--- src/rtl/memory_level_fsm.sv ---
// Memory-game level controller: holds the symbol sequence, scores player entries,
// tracks position/combo/lives. Optional LFSR sequence generation via MEMGAME_LFSR_EN.
module memory_level_fsm #(
  parameter int unsigned SEQ_LEN = 16,
  parameter int unsigned SYM_W   = 1,
  parameter int unsigned LIVES   = 3,
  parameter logic [SEQ_LEN*SYM_W-1:0] SEQ_INIT = 16'b1001011010101011
) (
  input  logic                         clk,
  input  logic                         reset,
  input  logic                         en,
  input  logic                         start,
  input  logic [15:0]                  seed,
  input  logic                         in_valid,
  input  logic [SYM_W-1:0]             in_sym,
  output logic [SEQ_LEN*SYM_W-1:0]     seq,
  output logic [$clog2(SEQ_LEN)-1:0]   pos,
  output logic [1:0]                   state_o,
  output logic                         hit,
  output logic                         miss,
  output logic [7:0]                   combo,
  output logic [3:0]                   lives,
  output logic                         win,
  output logic                         lose
);

  localparam int unsigned POS_W = $clog2(SEQ_LEN);
  localparam int unsigned SEQ_W = SEQ_LEN * SYM_W;
  localparam logic [POS_W-1:0] LAST = POS_W'(SEQ_LEN - 1);

  localparam logic [1:0] S_IDLE = 2'd0;
  localparam logic [1:0] S_GEN  = 2'd1;
  localparam logic [1:0] S_PLAY = 2'd2;
  localparam logic [1:0] S_DONE = 2'd3;

  logic [1:0]       state_d;
  logic [POS_W-1:0] pos_d;
  logic [7:0]       combo_d;
  logic [3:0]       lives_d;
  logic             win_d, lose_d, hit_d, miss_d;
  logic [SEQ_W-1:0] seq_d;
  logic [SYM_W-1:0] exp_sym;
  logic             restart;

`ifdef MEMGAME_LFSR_EN
  logic [15:0] lfsr, lfsr_d;
`else
  logic unused_seed;
  assign unused_seed = ^seed;
`endif

  // Element currently expected from the player
  always_comb begin
    exp_sym = '0;
    for (int i = 0; i < int'(SEQ_LEN); i++) begin
      if (POS_W'(i) == pos) exp_sym = seq[(SEQ_LEN-1-i)*SYM_W +: SYM_W];
    end
  end

  // GEN ignores start so a generated sequence is never left half-written
  assign restart = start && (state_o != S_GEN);

  always_comb begin
    state_d = state_o;
    pos_d   = pos;
    combo_d = combo;
    lives_d = lives;
    win_d   = win;
    lose_d  = lose;
    seq_d   = seq;
    hit_d   = 1'b0;
    miss_d  = 1'b0;
`ifdef MEMGAME_LFSR_EN
    lfsr_d  = lfsr;
`endif
    if (restart) begin
      pos_d   = '0;
      combo_d = 8'd0;
      lives_d = 4'(LIVES);
      win_d   = 1'b0;
      lose_d  = 1'b0;
`ifdef MEMGAME_LFSR_EN
      lfsr_d  = (seed == 16'h0000) ? 16'hACE1 : seed;
      state_d = S_GEN;
`else
      state_d = S_PLAY;
`endif
    end else begin
      case (state_o)
`ifdef MEMGAME_LFSR_EN
        S_GEN: begin
          // pos doubles as the write index while generating
          for (int i = 0; i < int'(SEQ_LEN); i++) begin
            if (POS_W'(i) == pos) seq_d[(SEQ_LEN-1-i)*SYM_W +: SYM_W] = lfsr[SYM_W-1:0];
          end
          lfsr_d = (lfsr >> 1) ^ (lfsr[0] ? 16'hB400 : 16'h0000);
          if (pos == LAST) begin
            pos_d   = '0;
            state_d = S_PLAY;
          end else begin
            pos_d = pos + POS_W'(1);
          end
        end
`endif
        S_PLAY: begin
          if (in_valid) begin
            if (in_sym == exp_sym) begin
              hit_d   = 1'b1;
              combo_d = (combo == 8'hFF) ? combo : combo + 8'd1;
              if (pos == LAST) begin
                win_d   = 1'b1;
                pos_d   = '0;
                state_d = S_DONE;
              end else begin
                pos_d = pos + POS_W'(1);
              end
            end else begin
              miss_d  = 1'b1;
              combo_d = 8'd0;
              lives_d = lives - 4'd1;
              if (lives == 4'd1) begin
                lose_d  = 1'b1;
                state_d = S_DONE;
              end
            end
          end
        end
        S_IDLE, S_DONE: ;
        default: state_d = S_IDLE;
      endcase
    end
  end

  always_ff @(posedge clk) begin
    if (reset) begin
      state_o <= S_IDLE;
      pos     <= '0;
      combo   <= 8'd0;
      lives   <= 4'(LIVES);
      win     <= 1'b0;
      lose    <= 1'b0;
      hit     <= 1'b0;
      miss    <= 1'b0;
      seq     <= SEQ_INIT;
`ifdef MEMGAME_LFSR_EN
      lfsr    <= 16'hACE1;
`endif
    end else if (en) begin
      state_o <= state_d;
      pos     <= pos_d;
      combo   <= combo_d;
      lives   <= lives_d;
      win     <= win_d;
      lose    <= lose_d;
      hit     <= hit_d;
      miss    <= miss_d;
      seq     <= seq_d;
`ifdef MEMGAME_LFSR_EN
      lfsr    <= lfsr_d;
`endif
    end
  end

endmodule

--- config.mk ---
export PLATFORM = sky130hd
export DESIGN_NAME = memory_level_fsm
export DESIGN_NICKNAME = d
export VERILOG_FILES = /design/src/rtl/memory_level_fsm.sv
export SDC_FILE = /design/constraint.sdc
export NUM_CORES = 1
export LEC_CHECK = 0
export CORE_ASPECT_RATIO = 2
export CORE_MARGIN = 2
export CORE_UTILIZATION = 42
export CTS_BUF_LIST = sky130_fd_sc_hd__clkbuf_8
export CTS_CLUSTER_DIAMETER = 200
export DETAILED_ROUTE_END_ITERATION = 10
export GPL_ROUTABILITY_DRIVEN = 0
export HOLD_SLACK_MARGIN = 0.12
export PLACE_DENSITY = 0.78
export SYNTH_ARGS = -nofsm -noshare
export SYNTH_HDL_FRONTEND = slang
export SYNTH_SLANG_ARGS = --single-unit
--- constraint.sdc ---
create_clock -name clk -period 6.2 [get_ports clk]
set_clock_uncertainty 0.1 [all_clocks]
set_input_delay 1.86 -clock clk [delete_from_list [all_inputs] [get_ports clk]]
set_output_delay 1.86 -clock clk [all_outputs]
set_load 0.01 [all_outputs]
==> summary.md <==
| Metric | Value |
|---|---|
| Drt first-iter violations | 37 |
| I/O pin cnt | 60 |
| Maximum vdd drop | approximately 0.12 mV |
| Setup crit end kind | flip-flop |
| Global route total overflow | 0 |
| Initial Utilization | between 40% and 50% |
| #FFs+latches synth | 22 |
| Post-CTS Setup Inserts | 0 |
| Async set or reset register ratio after synthesis | 0% |
| Max_slew headroom | a little under half |
| Family with the most delay on the worst path | simple AND/OR/NAND/NOR gates |
| Clk_lat worst skew | around 0.26 ns |
| Slowest cell on the critical path | nor2b_1 |
| Peak Freq | approximately 250 MHz |
| Core footprint | roughly 3500 um2 |
| Post-synth EDFFs | 0 |
| Final WL | 3.12 mm |
| Num CTS Buffers | 3 |
| Number of global-route vias before repair | 1181 |
| Post-Route Utilization | between 50% and 60% |
| Drt pass-1 iters | 4 |
| Final Net Count | between 200 and 250 |
| Initial antenna violation count | 0 |
| Fin. Hold Viols | 0 |
| Total Routing Usage GR | ~17% |
| Top cell type's share of synthesized area | roughly 29% |
| Final Setup Violations | 0 |
| FP Rows | 31 |
| First-pass GRT wire length | ~5.3 mm |
| Synth cell types | between 40 and 50 |
| Final slew viol count | 0 |
| CP required | roughly 6.3 ns |
| Commonest register cell after synthesis | dfxtp_1 |
| Detail Placement HPWL | 2.30 mm |
| Die Y | roughly 89 um |
| CTS Buffer Depth | 2 |
| WS Path Type | in -> reg |
| Post-Syn Instances | ~180 |
| Ranking of synthesized cells by area | dfxtp_1 (29%), buf_4 (7.9%), ha_1 (7.4%), nand3_1 (3.6%), a21oi_1 (3.3%) |
| CTS tree | built |
| Antenna Violating Nets Remaining | 0 |
| Vias | roughly 1300 |
| Status | finished, final reports clean |
| Clk sink count | 22 |
| RSZ-0062 raised after global routing | no |
| Tightest Hold Check Type | reg -> reg |
| Clock-pin slew on the worst setup and hold paths | about 0.08 ns |
| Leakage | about 0.7 nW |
| Vias per cell | approximately 5.3 |
| Die area | between 4000 and 5000 um2 |
| Largest net degree at the start of global routing | 20 |
| PnR Total Power | approximately 0.3 mW |
| Critical path arrival | between 4 and 5 ns |
| Ant diodes | 0 |
| H-tree level count | 1 |
| Layout Area Growth over Synthesis | 19.3% |
| WL/cell | 12.4 um |
| Layout fillers | roughly 340 |
| Cts-stage hold buffer count | 0 |
| CTS root buffer | clkbuf_8 |
| Buffers added on ports | 27 |
| Crit path cell chain | clkdlybuf4s50_1 > nor2b_1 > o21ai_2 > nor2_1 > and4b_1 > a221oi_1 > a21oi_1 |
| CP max stage delay | roughly 0.64 ns |
| Post-Syn Area | between 1500 and 2000 um2 |
| Most common cell in the netlist | dfxtp_1 |
| MaxCap Viol Count | 0 |
| Cts repair resizes | 0 |
| Setup TNS Final | 0 ns |
| Cell taking the most area after synthesis | dfxtp_1 |
| Avg Cell Area, Syn | 8.52 um2 |
| Startpoint types | primary input |
| Worst slew pin tran | 0.791 ns |
| CP Max Fanout | 14 |
| Yosys Warn Count | 0 |
| Synth cell count leaders | dfxtp_1 (22), buf_4 (16), nor2_1 (12), nand3_1 (11) |
| Layout cell share with drive strength beyond 1 | 8.42% |
| Die width | around 47 um |
| CP Buf/Inv Count | 1 |
| Number of remaining DRC errors | 0 |
| Period utilization | 65.0% |
| Post-synthesis sequential area ratio | around 29% |
| Crit path time final | roughly 4 ns |
| Power Density | between 150 and 200 nW/um2 |
metrics by stage:
step / hold slack [ns] / setup WS (ns) / cell area [um2] / std cells
after floorplan: 0.402 / 2.85 / 1580 / 193
after global placement: 0.357 / 2.01 / 1760 / 247
after detailed placement: 0.369 / 1.95 / 1760 / 247
after CTS: 0.388 / 2.22 / 1820 / 251
after global routing: 0.403 / 2.08 / 1820 / 251
final: 0.385 / 2.17 / 1820 / 251
layer usage:
layer	vias up	share of wire [%]	global-route usage, %
met3	7	3.3	1.62
met1	633	45	22.2
met2	33	49	26.9
met4	0	2.0	6.06
met5	-	0	0
li1	656	-	-
registers in the layout, indices dropped and copies added (netlist names):
register  cells
combo         8
lives         4
pos           4
state_o       2
hit           1
lose          1
miss          1
win           1
final timing paths:
kind,from,endpoint,slack [ns],cells after the start
setup / recovery,start,combo[2],2.17,7
hold / removal,win,win,0.38,1
setup reg to reg,pos[0],lives[2],3.51,8
hold reg to reg,win,win,0.38,1
cells in the final DEF, fill, tap and decap left out, types with 2 or more instances in the layout:
cell type | netlist | routed
o31a_1 | 3 | 3
nand4_1 | 3 | 3
clkdlybuf4s50_1 | 0 | 27
mux2_2 | 3 | 3
a31oi_1 | 2 | 2
dfxtp_1 | 22 | 22
nor4_1 | 2 | 2
a2111oi_2 | 2 | 2
nand2_1 | 10 | 10
ha_1 | 9 | 9
nor2b_1 | 4 | 4
conb_1 | 2 | 16
nor3_1 | 7 | 7
and2_1 | 3 | 3
nand2b_1 | 4 | 4
clkbuf_8 | 0 | 4
nor2_1 | 12 | 12
xnor2_1 | 2 | 2
a21oi_1 | 10 | 10
o31ai_1 | 2 | 2
a22oi_1 | 2 | 2
o21a_1 | 3 | 3
mux2i_1 | 4 | 4
nand3_1 | 11 | 11
nor3b_1 | 2 | 2
o21ai_0 | 5 | 5
inv_1 | 8 | 8
logic make-up after synthesis:
group / share of synthesized area (%)
compound gates: 17.2
xor+xnor: 2.95
fa+ha+maj: 7.38
buf+inv: 11.5
flops: 28.9
mux: 6.32
other cells: 0.492
simple gates: 25.3
power breakdown:
part	total (mW)	internal [mW]	switching (mW)
sequential	0.147	0.144	0.00295
clock	0.104	0.0567	0.0473
combinational	0.0546	0.0220	0.0326
final cells by class:
cell class / instances / area (um2) / share of cell area (%)
Clock buffer: 4 / 55.1 / 3.03
Tap cell: 49 / 61.3 / 3.37
Timing Repair Buffer: 27 / 270 / 14.9
Inverter: 8 / 30.0 / 1.65
Multi-Input combinational cell: 141 / 962 / 52.9
Sequential cell: 22 / 440 / 24.2
Power figures use the tool's default switching activity.
